### src/rtl/operand_fetch_stage.sv
// rtl/operand_fetch_stage.sv - ID/EX operand fetch: x0/EX-MEM/WB forwarding, load-use stall, 1-entry output buffer
// Optional feature macro: WB_BYPASS_EN (writeback-to-operand forwarding instead of a writeback stall).
module operand_fetch_stage #(
    parameter int XLEN        = 64,
    parameter int CTRL_W      = 16,
    parameter int STALL_CNT_W = 32
) (
    input  logic                   clk,
    input  logic                   rst,
    input  logic                   flush,
    input  logic                   in_valid,
    output logic                   in_ready,
    input  logic [XLEN-1:0]        in_pc,
    input  logic [4:0]             in_rs1,
    input  logic [4:0]             in_rs2,
    input  logic                   in_use_rs1,
    input  logic                   in_use_rs2,
    input  logic [4:0]             in_rd,
    input  logic [XLEN-1:0]        in_imm,
    input  logic [CTRL_W-1:0]      in_ctrl,
    input  logic [XLEN-1:0]        rf_rd1,
    input  logic [XLEN-1:0]        rf_rd2,
    input  logic                   exm_valid,
    input  logic                   exm_is_load,
    input  logic [4:0]             exm_rd,
    input  logic [XLEN-1:0]        exm_result,
    input  logic                   wb_we,
    input  logic [4:0]             wb_rd,
    input  logic [XLEN-1:0]        wb_data,
    output logic                   out_valid,
    input  logic                   out_ready,
    output logic [XLEN-1:0]        out_pc,
    output logic [4:0]             out_rd,
    output logic [XLEN-1:0]        out_imm,
    output logic [CTRL_W-1:0]      out_ctrl,
    output logic [XLEN-1:0]        out_op1,
    output logic [XLEN-1:0]        out_op2,
    output logic [STALL_CNT_W-1:0] stall_cycles
);

    logic                   valid_q, valid_d;
    logic [XLEN-1:0]        pc_q, imm_q, op1_q, op2_q;
    logic [4:0]             rd_q;
    logic [CTRL_W-1:0]      ctrl_q;
    logic [STALL_CNT_W-1:0] stall_q;
    logic [XLEN-1:0]        op1_d, op2_d;
    logic                   load_hazard, wb_hazard, accept, stall;

    function automatic logic [XLEN-1:0] resolve(
        input logic [4:0]      idx,
        input logic [XLEN-1:0] rf_val,
        input logic            e_valid,
        input logic            e_load,
        input logic [4:0]      e_rd,
        input logic [XLEN-1:0] e_res,
        input logic            w_we,
        input logic [4:0]      w_rd,
        input logic [XLEN-1:0] w_data
    );
        logic [XLEN-1:0] r;
        r = rf_val;
`ifdef WB_BYPASS_EN
        if (w_we && (w_rd == idx)) r = w_data;
`else
        if (w_we && (w_rd == idx) && 1'b0) r = w_data;
`endif
        if (e_valid && !e_load && (e_rd == idx)) r = e_res;
        if (idx == 5'd0) r = '0;
        return r;
    endfunction

    function automatic logic src_match(
        input logic       use_s,
        input logic [4:0] idx,
        input logic       en,
        input logic [4:0] dst
    );
        return use_s && (idx != 5'd0) && en && (dst == idx);
    endfunction

    always_comb begin
        op1_d = resolve(in_rs1, rf_rd1, exm_valid, exm_is_load, exm_rd, exm_result, wb_we, wb_rd, wb_data);
        op2_d = resolve(in_rs2, rf_rd2, exm_valid, exm_is_load, exm_rd, exm_result, wb_we, wb_rd, wb_data);
    end

    assign load_hazard = in_valid &&
        (src_match(in_use_rs1, in_rs1, exm_valid && exm_is_load, exm_rd) ||
         src_match(in_use_rs2, in_rs2, exm_valid && exm_is_load, exm_rd));

`ifdef WB_BYPASS_EN
    assign wb_hazard = 1'b0;
`else
    // The regfile returns the pre-write value in the write cycle, so a same-cycle reader must wait.
    assign wb_hazard = in_valid &&
        (src_match(in_use_rs1, in_rs1, wb_we, wb_rd) ||
         src_match(in_use_rs2, in_rs2, wb_we, wb_rd));
`endif

    assign in_ready = !rst && !flush && !load_hazard && !wb_hazard && (!valid_q || out_ready);
    assign accept   = in_valid && in_ready;
    assign stall    = in_valid && !in_ready && !flush;

    always_comb begin
        valid_d = valid_q;
        if (flush)
            valid_d = 1'b0;
        else if (accept)
            valid_d = 1'b1;
        else if (valid_q && out_ready)
            valid_d = 1'b0;
    end

    always_ff @(posedge clk) begin
        if (rst) begin
            valid_q <= 1'b0;
            pc_q    <= '0;
            rd_q    <= '0;
            imm_q   <= '0;
            ctrl_q  <= '0;
            op1_q   <= '0;
            op2_q   <= '0;
            stall_q <= '0;
        end else begin
            valid_q <= valid_d;
            if (accept && !flush) begin
                pc_q   <= in_pc;
                rd_q   <= in_rd;
                imm_q  <= in_imm;
                ctrl_q <= in_ctrl;
                op1_q  <= op1_d;
                op2_q  <= op2_d;
            end
            if (stall && (stall_q != {STALL_CNT_W{1'b1}}))
                stall_q <= stall_q + STALL_CNT_W'(1);
        end
    end

    assign out_valid    = valid_q;
    assign out_pc       = pc_q;
    assign out_rd       = rd_q;
    assign out_imm      = imm_q;
    assign out_ctrl     = ctrl_q;
    assign out_op1      = op1_q;
    assign out_op2      = op2_q;
    assign stall_cycles = stall_q;

endmodule
### config.mk
export PLATFORM = sky130hd
export DESIGN_NAME = operand_fetch_stage
export DESIGN_NICKNAME = d
export VERILOG_FILES = /design/src/rtl/operand_fetch_stage.sv
export SDC_FILE = /design/constraint.sdc
export NUM_CORES = 1
export LEC_CHECK = 0
export ABC_CLOCK_PERIOD_IN_PS = 3000
export BUFFER_PORTS_ARGS = -buffer_cell sky130_fd_sc_hd__buf_4
export CAP_MARGIN = 20
export CORE_AREA = 2 2 286 288
export CTS_CLUSTER_SIZE = 24
export DETAILED_ROUTE_END_ITERATION = 16
export DIE_AREA = 0 0 288 290
export PLACE_DENSITY = 0.47
export SYNTH_ARGS = -nofsm -noshare
export SYNTH_HDL_FRONTEND = slang
export SYNTH_SLANG_ARGS = --single-unit
### constraint.sdc
create_clock -name clk -period 3 [get_ports clk]
set_input_delay 0.6 -clock clk [delete_from_list [all_inputs] [get_ports clk]]
set_output_delay 0.6 -clock clk [all_outputs]
set_load 0.05 [all_outputs]
## Yosys cells after proc, flatten, opt, wreduce, memory -nomap -nowiden

Index checks and enable logic that the tools add are counted.

- Add/sub/neg operators: 1
- Mux-type cells: 6
- Equality and inequality tests: 5
- Reduce and logical (&&, ||, !) cells: 42

Operators with widths:

| kind | count |
|---|---|
| $mux 64 | 4 |
| $add 32x1->32 const B | 1 |
| $ne 32x32->1 const B | 1 |
| $logic_and 1x1->1 | 26 |
| $eq 5x5->1 | 4 |
| $logic_not 5->1 | 2 |
| $reduce_bool 5->1 | 2 |
| $logic_not 1->1 | 7 |
| $logic_or 1x1->1 | 3 |
| $mux 1 | 2 |
| $reduce_bool 2->1 | 1 |
| $reduce_or 2->1 | 1 |

- Register bits: 310
- Input port bits: 435
- Word-level logic and storage cells: 62

## Logic depth before layout (Yosys ltp)

Gate-level depths: netlist (run 1).

- Depth after elaboration: 14
- Mapped depth: 10
- Gate-level depth less buffers: 8

## Worst setup path before layout (run 1)

Ideal clock, no wire load.

- Path type: input port to output port
- From: in in_rs1[1]
- To: out in_ready
- Stages on the path: 6
- Setup slack: -1.743 ns
- Data arrival time: 4.143 ns
- Data required time: 2.400 ns
- Path buffers: 0
- Cell sequence: or4_1 o21ai_1 or4_1 o311a_2 nand2b_1 a2111oi_0

- Longest elaborated chain between the ends: 10
- Elaborated cells on any way between the ends: 17

Ends and longest elaborated chain:

| what | line | source |
|---|---|---|
| start: declaration | 14 | `input logic [4:0] in_rs1,` |
| $reduce_bool 5->1 | 78 | `return use_s && (idx != 5'd0) && en && (dst == idx);` |
| $logic_and 1x1->1 (3 in series) | 78 |  |
| $logic_or 1x1->1 | 87 | `(src_match(in_use_rs1, in_rs1, exm_valid && exm_is_load, exm_rd) \|\|` |
| $logic_and 1x1->1 | 86 | `assign load_hazard = in_valid &&` |
| $logic_not 1->1 | 99 | `assign in_ready = !rst && !flush && !load_hazard && !wb_hazard && (!valid_q \|\| out_ready);` |
| $logic_and 1x1->1 | 99 |  |
| $logic_and 1x1->1 * (2 in series) | 99 |  |
| end: declaration | 12 | `output logic in_ready,` |

Mark *: on every way between the ends. The rest lies on a longest branch, timed or not.

## Final worst setup path (run 1)

Ends and elaborated chain as after synthesis.

==> impl_metrics.csv, run 1 <==
group,metric,value,unit
worst_setup_path,critPathLaunchType,"input pin",
yosys,netlist_instances,1429,
worst_setup_path,crit_type,"in2out",
sta,finalSetupViolCount,0,
route,dr_wl_met2,27200,µm
yosys,ys_warn_count,0,
clocking,clock_latency,0.55,ns
yosys,ys_ff_latch,310,
yosys,synth.distinct_cells,38,
final_layout,area_growth,61.8,%
sta,period_share,98.9,%
floorplan,die_h,290,µm
sta,rsz0062_at_grt,"yes",
run_status,status,"completed",
placement,postPlaceCellArea,19500,µm²
power_and_ir_drop,internal_power,7.84,mW
clocking,postCtsHoldBufs,0,
global_routing,grt_pass1_wl,80300,µm
route,dr.pass1.iters,5,
route,dr.max_layer_used,"met5",
route,num_vias,13000,
floorplan,fp.dieW,288,µm
route,wl_per_cell,17.3,µm
yosys,syn_area,12900,µm²
floorplan,initial_core_util,16.1,%
global_routing,grt_pass1_vias,13000,
power_and_ir_drop,ir_worst_vdd,0.000288,V
sta,slew_violations,0,
sta,slew_headroom,54.7,%
yosys,synth.avg_cell_area,9.01,µm²
route,dr.first_iter.drc_count,462,
yosys,synth_top_area_share,48.2,%
clocking,clockBufferDepth,3,
power_and_ir_drop,powerDensity,521,nW/µm²
route,drt-total-wl,55000,µm
route,ant_nets,0,
clocking,numCtsBuffers,41,
final_layout,fin_area,20800,µm²
sta,min_period,2.97,ns
clocking,cts-root-buf,"clkbuf_16",
yosys,yosysTopAreaCell,"dfxtp_1",
sta,fmax,337,MHz
sta,tns,0,ns
power_and_ir_drop,p_leak,9.38,nW
placement,place.gp.congestion,0.892,
clocking,clock-sinks,310,
yosys,synth_area_leaders,"dfxtp_1, mux2i_1, nand2_1",
worst_setup_path,worstPathMaxFanout,2,
final_layout,drive_above_1_share,38.5,%
global_routing,grt_max_degree,123,
worst_setup_path,cp.required,2.40,ns
floorplan,io_pins,746,
global_routing,antenna_found_initial,2,
power_and_ir_drop,clkPwrFrac,44.5,%
worst_setup_path,cp-end-kind,"output pin",
final_layout,nNetsFinal,2522,
route,via_per_inst,4.10,
sta,setup_ws,0.0337,ns
floorplan,rows,104,
power_and_ir_drop,p_switching,3.01,mW
clocking,cts_tree,"done",
min_path,min_path_type,"in2reg",
yosys,synth_nets,1865,
sta,skew,0.0154,ns
worst_setup_path,cp.arrival,2.37,ns
power_and_ir_drop,total_power,10.8,mW
placement,io_buffers,681,
floorplan,dieArea,83500,µm²
clocking,htreeDepth,2,
global_routing,gr-usage-all-layers,12.4,%
floorplan,core,80200,µm²
power_and_ir_drop,p_comb_share,15.6,%
power_and_ir_drop,swShare,27.7,%
worst_setup_path,ff2ff_setup_slack,0.35,ns
power_and_ir_drop,pwr-share-seq,39.9,%
route,wl_met1,22200,µm
clocking,cts.clk_slew.worst_paths,0.05,ns
run,max_cap_viol_count,0,
route,met3_length,3610,µm
route,drcViolationCount,0,
sta,tightest_slew,0.679,ns
placement,place_ws,-0.266,ns
yosys,synth_seq_area_share,48.2,%
sta,hold_viol,0,
placement,dp_hpwl,42100,µm
global_routing,overflow,0,
==> placed cells by master (no fill, tap or decap), drive strengths merged, types with 13 or more instances in the layout <==
cell type	Yosys	layout
nor2	25	25
o2bb2ai	64	64
clkbuf	89	59
nand3b	64	64
nor2b	20	20
or4	18	18
nand2	316	316
xnor2	17	17
a21oi	166	166
o31ai	77	77
nand3	18	18
dfxtp	310	310
mux2i	128	128
nor3	13	13
mux2	15	15
buf	32	734
==> Yosys cell counts <==
cell and count:
nand2_1 316, dfxtp_1 310, a21oi_1 166, mux2i_1 128, clkbuf_1 89, o31ai_1 77, nand3b_1 64, o2bb2ai_1 64
nor2_1 25, buf_2 23, nor2b_1 20, nand3_1 18, or4_1 18, xnor2_1 17, mux2_1 15, nor3_1 13
nand4_1 9, o21ai_1 7, buf_6 6, nor4_1 6, nand2b_1 5, or3_1 5, and3_1 4, and4_1 4
xor2_1 3, buf_1 2, inv_1 2, nand4_2 2, nor4b_1 2, a2111oi_0 1, and2_0 1, and3b_1 1
buf_4 1, ha_1 1, o21bai_1 1, o311a_2 1, o31a_1 1, or3b_1 1
==> power by group through the flow <==
| stage | clock [mW] | sequential (mW) | combinational, mW |
|---|---|---|---|
| 6_report | 4.83 | 4.32 | 1.70 |
| 5_1_grt | 5.19 | 4.34 | 1.80 |
| 4_1_cts | 5.03 | 4.32 | 1.71 |
| 3_5_place_dp | 0 | 4.41 | 1.71 |
| 3_3_place_gp | 0 | 4.41 | 1.70 |
| 2_1_floorplan | 0 | 4.85 | 0.415 |
==> layer usage <==
metal | track usage (%) | vias up
li1 | - | 6366
met1 | 14.3 | 6138
met2 | 21.8 | 421
met3 | 3.10 | 96
met4 | 4.84 | 4
met5 | 0 | -
==> worst max-delay path, stage by stage <==
cell and delay [ns]:
buf_6 0.09, or4_4 0.54, o21ai_2 0.15, or4_1 0.14, o311a_4 0.25, nand2b_4 0.07, a2111oi_4 0.30, buf_6 0.22
==> path summary, 6_finish.rpt <==
path,startpoint,end,cells past startpoint
setup / recovery,in_rs1[1],in_ready,8
hold reg to reg,out_ctrl[0],out_ctrl[0],2
hold / removal,flush,out_valid,2
setup reg to reg,stall_cycles[0],stall_cycles[30],7
==> sequential cells by signal, indices dropped and copies added (netlist names) <==
| signal | cells |
|---|---|
| out_pc | 64 |
| out_rd | 5 |
| stall_cycles | 32 |
| out_op2 | 64 |
| out_ctrl | 16 |
| out_op1 | 64 |
| out_imm | 64 |
| out_valid | 1 |
==> cells by family after synthesis <==
| group | after synthesis | share of synthesized area [%] |
|---|---|---|
| adders and majority gates | 1 | 0.0971 |
| and+or+nand+nor | 514 | 19.1 |
| muxes | 143 | 11.3 |
| AOI/OAI and AO/OA | 318 | 15.8 |
| xor gates and xnor gates | 20 | 1.36 |
| buffers and inverters | 123 | 4.19 |
| DFF | 310 | 48.2 |
==> final cells by class <==
| class | count | area, µm² |
|---|---|---|
| clock buffer | 58 | 1170 |
| multi-input combinational | 996 | 6230 |
| inverter | 2 | 7.51 |
| fill | 8667 | 59300 |
| timing repair buffer | 735 | 5750 |
| clock inverter | 16 | 155 |
| antenna | 1 | 2.50 |
| tap | 1060 | 1330 |
| sequential | 310 | 6210 |
==> what timing repair did <==
action                     4_1_cts  5_1_grt
setup endpoints to repair        1        1
gates cloned                     0        0
pin swaps                        4        0
resized for setup                5        0
buffers inserted                 1        0
==> per-stage QoR <==
stage               hold slack (ns)  utilization [%]  cells
floorplan                     0.675                -   1429
global placement              0.443             24.3   3102
detailed placement            0.447             24.3   3102
CTS                           0.240             26.0   3177
global route                  0.255             26.0   3177
finish                        0.286             26.0   3178
Note: power is estimated with default switching activity, not from simulation.
==> run 2: changes to the inputs <==
--- a/config.mk
+++ b/config.mk
@@ -12,7 +12,7 @@
 export CTS_CLUSTER_SIZE = 24
 export DETAILED_ROUTE_END_ITERATION = 16
 export DIE_AREA = 0 0 288 290
-export PLACE_DENSITY = 0.47
+export SETUP_SLACK_MARGIN = 0.5
 export SYNTH_ARGS = -nofsm -noshare
 export SYNTH_HDL_FRONTEND = slang
 export SYNTH_SLANG_ARGS = --single-unit
==> run 2 against run 1 <==
Sequential share of layout area down 0.64 points; power down 1.3%; setup slack better by 0.041 ns; routed wire length down 3.6%; clock-buffer cell count down 4; register-to-register slack better by 0.23 ns; critical path type unchanged; largest cell class unchanged; largest power group unchanged.
==> impl_metrics.csv, run 2 (synthesis gave the netlist of run 1 again) <==
group,metric,value,unit
clocking,cts_tree,"done",
floorplan,fp.dieW,288,µm
sta,skew,0.0150,ns
worst_setup_path,cpPeakStageDelay,0.54,ns
sta,period_share,97.5,%
route,dr.first_iter.drc_count,675,
route,wl_per_cell,16.6,µm
sta,fmax,342,MHz
run_status,status,"completed",
global_routing,grt_max_degree,141,
final_layout,fin_area,21400,µm²
placement,place.gp.congestion,0.875,
worst_setup_path,cp_common_cell,"buf_6",
worst_setup_path,worstPathMaxFanout,2,
clocking,clock-sinks,310,
clocking,clock_latency,0.55,ns
clocking,numCtsBuffers,38,
clocking,htreeDepth,2,
route,via_per_inst,4.08,
floorplan,io_pins,746,
final_layout,area_growth,66.1,%
sta,hold_viol,0,
route,dr.pass1.iters,5,
floorplan,core,80200,µm²
global_routing,grt_pass1_vias,12400,
worst_setup_path,critPathLaunchType,"input pin",
worst_setup_path,cp_cell_sequence,"buf_6 -> or4_4 -> o21ai_2 -> buf_4 -> o311a_4 -> nand2b_4 -> a2111oi_4 -> buf_6",
route,num_vias,13000,
final_layout,most-common-layout-cells,"buf_4, nand2_1, dfxtp_1",
route,dr.max_layer_used,"met4",
worst_setup_path,cp-end-kind,"output pin",
worst_setup_path,cp_top_family,"compound AO/OA/AOI/OAI gates",
clocking,clockBufferDepth,3,
placement,io_buffers,681,
sta,rsz0062_at_grt,"yes",
power_and_ir_drop,powerDensity,501,nW/µm²
sta,finalSetupViolCount,0,
worst_setup_path,critPathBufInv,3,
power_and_ir_drop,p_leak,9.62,nW
placement,dp_hpwl,38400,µm
sta,slew_headroom,45.0,%
clocking,cts-root-buf,"clkbuf_16",
placement,place_ws,-0.0465,ns
global_routing,antenna_found_initial,1,
global_routing,overflow,0,
placement,postPlaceCellArea,19700,µm²
sta,setup_ws,0.0752,ns
route,drcViolationCount,0,
sta,min_period,2.92,ns
run,max_cap_viol_count,0,
sta,slew_violations,0,
route,ant_nets,0,
worst_setup_path,cp.arrival,2.32,ns
floorplan,dieArea,83500,µm²
final_layout,nNetsFinal,2539,
floorplan,rows,104,
worst_setup_path,crit_type,"in2out",
route,dr_wl_met2,26400,µm
worst_setup_path,cp.required,2.40,ns
route,met3_length,3490,µm
power_and_ir_drop,ir_worst_vdd,0.000314,V
floorplan,initial_core_util,16.1,%
clocking,cts.clk_slew.worst_paths,0.06,ns
final_layout,drive_above_1_share,41.9,%
sta,tightest_slew,0.825,ns
route,drt-total-wl,53100,µm
final_layout,final_common_cell,"buf_4",
min_path,min_path_type,"in2reg",
global_routing,gr-usage-all-layers,11.6,%
route,wl_met1,21700,µm
floorplan,die_h,290,µm
worst_setup_path,critPathSlowestCell,"or4_4",
global_routing,grt_pass1_wl,75900,µm
run 2: cell count changes in the layout (fill, tap and decap cells not counted), moves of 6 or more:
cell     change
a21oi_1      -7
dfxtp_2     +10
or4_1        -7
nor3_1       -8
buf_4        +9
a21oi_2      +7
or4_4        +7
buf_6        +6
dfxtp_1     -14
buf_12       -6
run 2: worst register-to-register path, stage by stage, from the launching register on:
cell	delay, ns
dfxtp_4	0.37
ha_4	0.15
nand3_2	0.08
or3_4	0.42
or4_1	0.41
or4_4	0.43
or3_4	0.38
a21oi_2	0.11
run 2: final timing paths:
path / start / endpoint / slack (ns) / cells past startpoint
max: in_rs2[1] / in_ready / 0.08 / 8
min: flush / out_valid / 0.28 / 2
max reg2reg: stall_cycles[1] / stall_cycles[30] / 0.58 / 7
min reg2reg: out_imm[37] / out_imm[37] / 0.45 / 2
run 2: layout make-up:
| class | count | area (µm²) |
|---|---|---|
| tap | 1060 | 1330 |
| clock inverter | 13 | 129 |
| inverter | 2 | 7.51 |
| timing repair buffer | 754 | 6010 |
| antenna | 1 | 2.50 |
| fill | 8732 | 58800 |
| clock buffer | 54 | 1120 |
| sequential | 310 | 6230 |
| multi-input combinational | 997 | 6560 |
run 2: what timing repair did:
action | in CTS | in global routing
gates resized for setup | 7 | 49
endpoints found under the setup margin | 10 | 165
setup buffers | 1 | 5
pin swaps | 3 | 10
cloned | 0 | 7
hold buffers | 0 | 0
run 2: where the power goes:
part | total [mW] | switching (mW) | internal [mW]
logic | 1.75 | 1.02 | 0.729
clock network | 4.64 | 1.87 | 2.77
registers | 4.32 | 0.0699 | 4.25
total | 10.7 | 2.96 | 7.75
run 2: routing by layer:
layer / GRT usage, % / up-vias
met5: 0 / -
met3: 3.11 / 80
li1: - / 6384
met2: 19.8 / 404
met1: 14.0 / 6156
met4: 3.88 / 0
run 2: stage by stage:
| step | setup TNS (ns) | util [%] | instances | hold WS (ns) | power [mW] |
|---|---|---|---|---|---|
| 2_1_floorplan | 0 | - | 1429 | 0.573 | 5.28 |
| 3_3_place_gp | -0.0109 | 24.6 | 3110 | 0.443 | 6.10 |
| 3_5_place_dp | -0.115 | 24.6 | 3110 | 0.447 | 6.11 |
| 4_1_cts | 0 | 26.2 | 3178 | 0.234 | 10.8 |
| 5_1_grt | 0 | 26.7 | 3191 | 0.254 | 11.2 |
| 6_report | 0 | 26.7 | 3191 | 0.276 | 10.7 |
